<file path="src/rtl/dvi_rx_symbol_align.sv">
// TMDS lane word aligner: hunts control-token runs during blanking
// to find the symbol boundary, then emits aligned symbols with lock.
module dvi_rx_symbol_align #(
  parameter int MIN_CTRL_RUN   = 8,
  parameter int LOCK_COUNT     = 4,
  parameter int SEARCH_TIMEOUT = 4096
) (
  input  logic       clk,
  input  logic       rst,
  input  logic [9:0] din,
  output logic [9:0] dout,
  output logic       dout_valid,
  output logic       locked,
  output logic [3:0] offset,
  output logic       slip
);

  localparam int RW = $clog2(MIN_CTRL_RUN + 1);
  localparam int TW = $clog2(SEARCH_TIMEOUT);
  localparam int GW = $clog2(LOCK_COUNT + 1);

  localparam logic [9:0] CTRL0 = 10'b1101010100;
  localparam logic [9:0] CTRL1 = 10'b0010101011;
  localparam logic [9:0] CTRL2 = 10'b0101010100;
  localparam logic [9:0] CTRL3 = 10'b1010101011;

  typedef enum logic [1:0] {
    SEARCH,
    SETTLE,
    LOCKED
  } state_e;

  state_e        state_q, state_d;
  logic [9:0]    prev_q;
  logic [9:0]    dout_q;
  logic [3:0]    offset_q, offset_d;
  logic          slip_q, slip_d;
  logic [RW-1:0] run_q, run_d;
  logic [TW-1:0] tmo_q, tmo_d;
  logic [GW-1:0] good_q, good_d;
  logic          settle_q, settle_d;

  logic [19:0]   window;
  logic [9:0]    aligned;
  logic          is_ctrl;
  logic          qual;
  logic          expiry;

  assign window  = {din, prev_q};
  assign aligned = window[offset_q +: 10];

  assign is_ctrl = (aligned == CTRL0) || (aligned == CTRL1) ||
                   (aligned == CTRL2) || (aligned == CTRL3);

  // Fires only on the step to the threshold, so a long run counts once
  assign qual   = is_ctrl && (run_q == RW'(MIN_CTRL_RUN - 1));
  assign expiry = (tmo_q == TW'(SEARCH_TIMEOUT - 1));

  always_comb begin
    state_d  = state_q;
    offset_d = offset_q;
    slip_d   = 1'b0;
    good_d   = good_q;
    settle_d = settle_q;
    tmo_d    = qual ? '0 : tmo_q + TW'(1);
    if (!is_ctrl) begin
      run_d = '0;
    end else if (run_q == RW'(MIN_CTRL_RUN)) begin
      run_d = run_q;
    end else begin
      run_d = run_q + RW'(1);
    end
    unique case (state_q)
      SEARCH: begin
        if (qual) begin
          good_d = good_q + GW'(1);
          if (good_q == GW'(LOCK_COUNT - 1)) begin
            state_d = LOCKED;
          end
        end else if (expiry) begin
          offset_d = (offset_q == 4'd9) ? 4'd0 : offset_q + 4'd1;
          slip_d   = 1'b1;
          run_d    = '0;
          tmo_d    = '0;
          good_d   = '0;
          settle_d = 1'b0;
          state_d  = SETTLE;
        end
      end
      SETTLE: begin
        // Timeout stays parked so the next search window is full length
        run_d    = '0;
        tmo_d    = '0;
        settle_d = 1'b1;
        if (settle_q) begin
          state_d = SEARCH;
        end
      end
      LOCKED: begin
        if (!qual && expiry) begin
          state_d = SEARCH;
          good_d  = '0;
          run_d   = '0;
          tmo_d   = '0;
        end
      end
      default: begin
        state_d = SEARCH;
      end
    endcase
  end

  always_ff @(posedge clk) begin
    if (rst) begin
      state_q  <= SEARCH;
      prev_q   <= '0;
      dout_q   <= '0;
      offset_q <= '0;
      slip_q   <= 1'b0;
      run_q    <= '0;
      tmo_q    <= '0;
      good_q   <= '0;
      settle_q <= 1'b0;
    end else begin
      state_q  <= state_d;
      prev_q   <= din;
      dout_q   <= aligned;
      offset_q <= offset_d;
      slip_q   <= slip_d;
      run_q    <= run_d;
      tmo_q    <= tmo_d;
      good_q   <= good_d;
      settle_q <= settle_d;
    end
  end

  assign dout       = dout_q;
  assign locked     = (state_q == LOCKED);
  assign dout_valid = (state_q == LOCKED);
  assign offset     = offset_q;
  assign slip       = slip_q;

endmodule

</file>
<file path="config.mk">
export PLATFORM = sky130hd
export DESIGN_NAME = dvi_rx_symbol_align
export DESIGN_NICKNAME = d
export VERILOG_FILES = /design/src/rtl/dvi_rx_symbol_align.sv
export SDC_FILE = /design/constraint.sdc
export NUM_CORES = 1
export LEC_CHECK = 0
export ABC_AREA = 1
export CAP_MARGIN = 0
export CORE_AREA = 3 3 74 76
export DETAILED_ROUTE_END_ITERATION = 10
export DIE_AREA = 0 0 77 79
export GPL_ROUTABILITY_DRIVEN = 0
export PLACE_DENSITY_LB_ADDON = 0.15
export SYNTH_ARGS = -nofsm -noshare
export SYNTH_HDL_FRONTEND = slang
export SYNTH_SLANG_ARGS = --single-unit
</file>
<file path="constraint.sdc">
create_clock -name clk -period 4.6 [get_ports clk]
set_clock_uncertainty 0.2 [all_clocks]
set_input_delay 0.69 -clock clk [delete_from_list [all_inputs] [get_ports clk]]
set_output_delay 0.69 -clock clk [all_outputs]
set_load 0.05 [all_outputs]
</file>
==> results of run 1 <==
==> worst max-delay path, stage by stage (launching register included) <==
cell     delay [ns]
dfxtp_1        0.31
buf_4          0.20
inv_1          0.51
nand3_1        0.22
nand3_1        0.13
nand2_1        0.09
a21oi_1        0.19
nand3_1        0.10
nor2_1         0.10
nand2_1        0.08
nand2_2        0.12
nand2_4        0.11
nand3_4        0.12
nand4_2        0.37
nor2_1         0.23
==> path summary, 6_finish.rpt <==
kind                  start        to  slack, ns  depth (start not counted)
setup / recovery  offset[1]  tmo_q[1]       1.46                         14
hold / removal     tmo_q[0]  tmo_q[0]       0.26                          1
setup reg to reg  offset[1]  tmo_q[1]       1.46                         14
hold reg to reg    tmo_q[0]  tmo_q[0]       0.26                          1
==> state kept, by name, indices dropped and copies added, names as in the netlist <==
name      cells
prev_q       10
offset        4
settle_q      1
slip          1
state_q       2
dout         10
tmo_q        12
run_q         4
good_q        3
==> report_power, final <==
group / switching (mW) / internal [mW]
logic: 0.0483 / 0.0296
registers: 0.00530 / 0.417
clock network: 0.149 / 0.165
==> routing by layer <==
| metal | track usage | up-vias | wire [um] |
|---|---|---|---|
| met5 | 0 | - | 0 |
| met4 | 0.101 | 0 | 163 |
| met3 | 0.0499 | 15 | 278 |
| met2 | 0.387 | 70 | 3040 |
| met1 | 0.243 | 1156 | 2680 |
| li1 | - | 1327 | - |
==> layout make-up <==
cell class | count | area share
flip-flops and latches | 47 | 0.307
multi-input cells | 296 | 0.486
repair buffers | 31 | 0.0987
clock buffers | 5 | 0.0224
well taps | 67 | 0.0273
clock inverters | 3 | 0.0155
inverters | 35 | 0.0437
==> stage by stage <==
step	instance area (um2)	util
global route	3070	0.641
floorplan	2680	-
CTS	3070	0.641
finish	3070	0.641
global placement	2950	0.616
detailed placement	2950	0.616
==> kinds of logic after synthesis <==
logic type	Yosys count
xor gates and xnor gates	13
and+or+nand+nor	254
buffers and inverters	53
adders and majority gates	5
AOI/OAI and AO/OA	24
DFF	47
==> cell usage in the layout, fill, tap and decap left out, types with 7 or more instances in the layout <==
cell	n
a21oi_1	12
clkdlybuf4s50_1	28
dfxtp_1	47
inv_1	33
nand2_1	90
nand3_1	89
nand4_1	7
nor2_1	43
nor2_2	11
xor2_1	11
==> impl_metrics.csv, run 1 <==
group,metric,value,unit
floorplan,fp.coreArea,0.00479,mm2
sta,setup_violations,0,
synth,post-synth-top-count-cell,"nand2_1",
status,outcome,"finished, final reports clean",
sta,slew_viol_final,0,
layout,finalNonFillerCells,484,
synth,synth_nets,413,
synth,synth_top_area_frac,0.351,
synth,synthDistinctLibCells,32,
floorplan,die_area,0.00608,mm2
sta,fin_crit_sh,0.682,
placement,place.port_buffers,28,
placement,place_ws,1.35,ns
floorplan,ioPinCount,29,
setup_path,cp-end-kind,"register",
layout,n_antenna_cell,0,
synth,synth_cells,396,
layout,nNetsFinal,433,
cts,cts_tree,"yes",
routing,wire_per_inst,12.7,um
synth,synth_area_leaders,"dfxtp_1, nand3_1, nand2_1",
synth,yosysWarningCount,0,
sta,hold_viol,0,
floorplan,start_util,0.560,
routing,postRouteAntennaNets,0,
setup_path,arrival,3.18,ns
sta,hold_ws,0.262,ns
floorplan,dieWidth,77,um
floorplan,rows,25,
sta,final.setup.tns,0,ns
global_routing,grt_pass1_wl,10.7,mm
synth,ys_seq_area_frac,0.351,
global_routing,grt_max_degree,29,
synth,syn_avg_cell_area,6.76,um2
global_routing,track_usage,0.216,
cts,post-cts-setup-buffers,0,
synth,synthMuxAreaShare,0,
layout,fillCellCount,448,
cts,clk_latency,0.31,ns
cts,cts-root-buf,"clkbuf_8",
routing,routed_wl,6.16,mm
synth,synth_fa_ha_area_frac,0.0234,
sta,max_freq,319,MHz
routing,first_pass_iters,5,
routing,drc_errors,0,
power_and_ir_drop,vdd_drop_max,0.150,mV
global_routing,antenna_found_initial,0,
power_and_ir_drop,power,0.814,mW
sta,worst_slack,1.46,ns
sta,min_period,3.14,ns
synth,synth_top_family_by_area,"simple AND/OR/NAND/NOR gates",
placement,dp_hpwl,4.65,mm
routing,num_vias,2568,
run,maxCapViolations,0,
cts,clock-sinks,47,
synth,synth_ff_type,"dfxtp_1",
placement,dp.cells,476,
layout,drive_gt1_frac,0.0911,
power_and_ir_drop,p_leak,1.33,nW
cts,clk_pin_slew,0.10,ns
setup_path,worstPathRequired,4.64,ns
sta,rsz0062_at_grt,"false",
synth,synth_xor_area_frac,0.0425,
routing,vias_per_cell,5.31,
floorplan,dieHeight,79,um
synth,synthTopCellsByCount,"nand2_1, nand3_1, dfxtp_1",
synth,syn_area,0.00268,mm2
cts,htreeDepth,2,
synth,synth-simple-area-share,0.436,
synth,synth_edf_count,0,
synth,synth-compound-area-share,0.0537,
global_routing,grt_pass1_vias,2433,
global_routing,overflow,0,
synth,synthArstFlopShare,0,
min_path,hp-class,"register to register",
setup_path,cp-start-kind,"register",
setup_path,path_class,"register to register",
layout,multi_input_area,0.00149,mm2
layout,synthToLayoutAreaGrowth,14.5,%
routing,drt-initial-drc-count,183,
synth,synth_top_cell_by_area,"dfxtp_1",
cts,numCtsBuffers,5,
synth,ys_ff_latch,47,
sta,worst_pin_slew,0.658,ns
sta,slew_headroom,0.561,
layout,seq_area,941,um2
cts,cts_hold_buf,0,
cts,ctsResizeCount,0,
power_and_ir_drop,powerDensity,265,mW/mm2
setup_path,crit_fanout,23,
cts,clockBufferDepth,2,
No activity file was read; power rests on OpenSTA's default activity.
==> run 2, diff against run 1 <==
--- a/config.mk
+++ b/config.mk
@@ -7,9 +7,9 @@
 export LEC_CHECK = 0
 export ABC_AREA = 1
 export CAP_MARGIN = 0
-export CORE_AREA = 3 3 74 76
+export CORE_AREA = 3 3 77 79
 export DETAILED_ROUTE_END_ITERATION = 10
-export DIE_AREA = 0 0 77 79
+export DIE_AREA = 0 0 80 82
 export GPL_ROUTABILITY_DRIVEN = 0
 export PLACE_DENSITY_LB_ADDON = 0.15
 export SYNTH_ARGS = -nofsm -noshare
==> constraint.sdc (replaced) <==
create_clock -name clk -period 2.5 [get_ports clk]
set_clock_uncertainty 0.2 [all_clocks]
set_input_delay 0.375 -clock clk [delete_from_list [all_inputs] [get_ports clk]]
set_output_delay 0.375 -clock clk [all_outputs]
set_load 0.05 [all_outputs]
==> run 2 against run 1 <==
Against the previous run: sequential cell count unchanged; critical path type unchanged; setup slack worse by 1.4 ns; largest cell class unchanged; combinational power up 120%.
==> impl_metrics.csv, run 2 (synthesis gave the netlist of run 1 again) <==
group,metric,value,unit
placement,dp_hpwl,5.00,mm
routing,wire_per_inst,12.9,um
layout,largest_reg_flops,12,
routing,num_vias,2741,
sta,min_period,2.43,ns
global_routing,antenna_found_initial,0,
floorplan,rows,27,
global_routing,grt_pass1_vias,2486,
power_and_ir_drop,p_leak,1.63,nW
setup_path,worstPathRequired,2.53,ns
setup_path,crit_chain,"buf_8, nand2_1, nand3_1, nand3_1, nand2_1, a21oi_2, o21ai_1, nor2_1, nand2_1, nand2_2, nand2_4, nand3_4, nand4_1, nor2_1",
cts,clk_latency,0.30,ns
power_and_ir_drop,power,1.50,mW
global_routing,track_usage,0.209,
setup_path,path_class,"register to register",
setup_path,cp-end-kind,"register",
placement,dp.cells,510,
run,maxCapViolations,0,
routing,postRouteAntennaNets,0,
cts,cts_hold_buf,0,
min_path,hp-class,"primary input to register",
global_routing,overflow,0,
routing,drt-initial-drc-count,187,
sta,fin_crit_sh,0.971,
cts,clock-sinks,47,
routing,routed_wl,6.78,mm
cts,cts-root-buf,"clkbuf_8",
global_routing,grt_pass1_wl,10.9,mm
floorplan,fp.coreArea,0.00541,mm2
cts,clockBufferDepth,2,
sta,setup_violations,0,
cts,numCtsBuffers,5,
floorplan,ioPinCount,29,
setup_path,crit_slowest_cell,"dfxtp_4",
floorplan,dieWidth,80,um
global_routing,grt_max_degree,23,
power_and_ir_drop,powerDensity,427,mW/mm2
floorplan,start_util,0.496,
floorplan,die_area,0.00656,mm2
layout,seq_area,951,um2
setup_path,crit_path_frequent_cell,"nand2_1",
layout,fillCellCount,508,
routing,first_pass_iters,4,
setup_path,slowest_delay,0.39,ns
setup_path,cp-start-kind,"register",
layout,multi_input_area,0.00155,mm2
placement,place_ws,-0.176,ns
cts,htreeDepth,2,
layout,layout_commonest_cell,"nand3_1",
power_and_ir_drop,vdd_drop_max,0.231,mV
layout,finalNonFillerCells,527,
cts,cts_tree,"yes",
setup_path,crit_family,"simple AND/OR/NAND/NOR gates",
floorplan,dieHeight,82,um
layout,nNetsFinal,471,
routing,vias_per_cell,5.20,
sta,worst_slack,0.0716,ns
setup_path,path_buf_inv,1,
sta,slew_headroom,0.651,
setup_path,crit_fanout,12,
sta,slew_viol_final,0,
sta,hold_viol,0,
status,outcome,"finished, final reports clean",
sta,rsz0062_at_grt,"true",
layout,top_register,"tmo_q",
sta,hold_ws,0.156,ns
layout,synthToLayoutAreaGrowth,31.2,%
routing,drc_errors,0,
setup_path,arrival,2.46,ns
placement,place.port_buffers,28,
sta,worst_pin_slew,0.522,ns
sta,max_freq,412,MHz
cts,clk_pin_slew,0.08,ns
layout,drive_gt1_frac,0.215,
layout,n_antenna_cell,0,
layout,final_cell_mix,"nand3_1, nand2_1, nor2_1, dfxtp_1, buf_4",
==> run 2: path summary, 6_finish.rpt <==
kind             start        end  slack, ns  depth (start not counted)
min reg2reg   tmo_q[0]   tmo_q[0]       0.26                          1
max reg2reg  offset[0]   run_q[0]       0.07                         14
max          offset[0]   run_q[0]       0.07                         14
min             din[3]  prev_q[3]       0.16                          3
==> run 2: per-layer routing <==
layer  GRT usage  vias up  routed length [um]
met3      0.0373       13                 314
met2       0.386       70                3530
met1       0.243     1255                2810
met4      0.0676        0                 122
li1            -     1403                   -
met5           0        -                   0
==> run 2: tightest hold or removal path: stages <==
cell	delay, ns
dlymetal6s2s_1	0.15
inv_1	0.06
nor2_1	0.03
==> run 2: what timing repair did <==
action | in CTS | in global routing
buffers inserted | 0 | 8
gates resized for setup | 0 | 38
endpoints found under the hold margin | 0 | 0
endpoints found under the setup margin | 0 | 25
==> run 2: layout make-up <==
| class | instances | share of cell area |
|---|---|---|
| Clock buffer | 5 | 0.0196 |
| Timing Repair Buffer | 69 | 0.191 |
| Sequential cell | 47 | 0.271 |
| Multi-Input combinational cell | 296 | 0.440 |
| Tap cell | 72 | 0.0256 |
| Inverter | 35 | 0.0406 |
| Clock inverter | 3 | 0.0125 |
==> run 2: metrics by stage <==
stage                util  cell area [um2]  setup TNS (ns)
floorplan               -             2680               0
global placement    0.597             3220           -3.12
detailed placement  0.597             3220           -3.06
CTS                 0.617             3340               0
global route        0.650             3510          -0.799
finish              0.650             3510               0
==> run 2: power by group <==
group | switching, mW | total, mW | internal [mW]
Clock | 0.257 | 0.555 | 0.298
Sequential | 0.00872 | 0.774 | 0.765
Combinational | 0.0973 | 0.171 | 0.0741
Total | 0.363 | 1.50 | 1.14
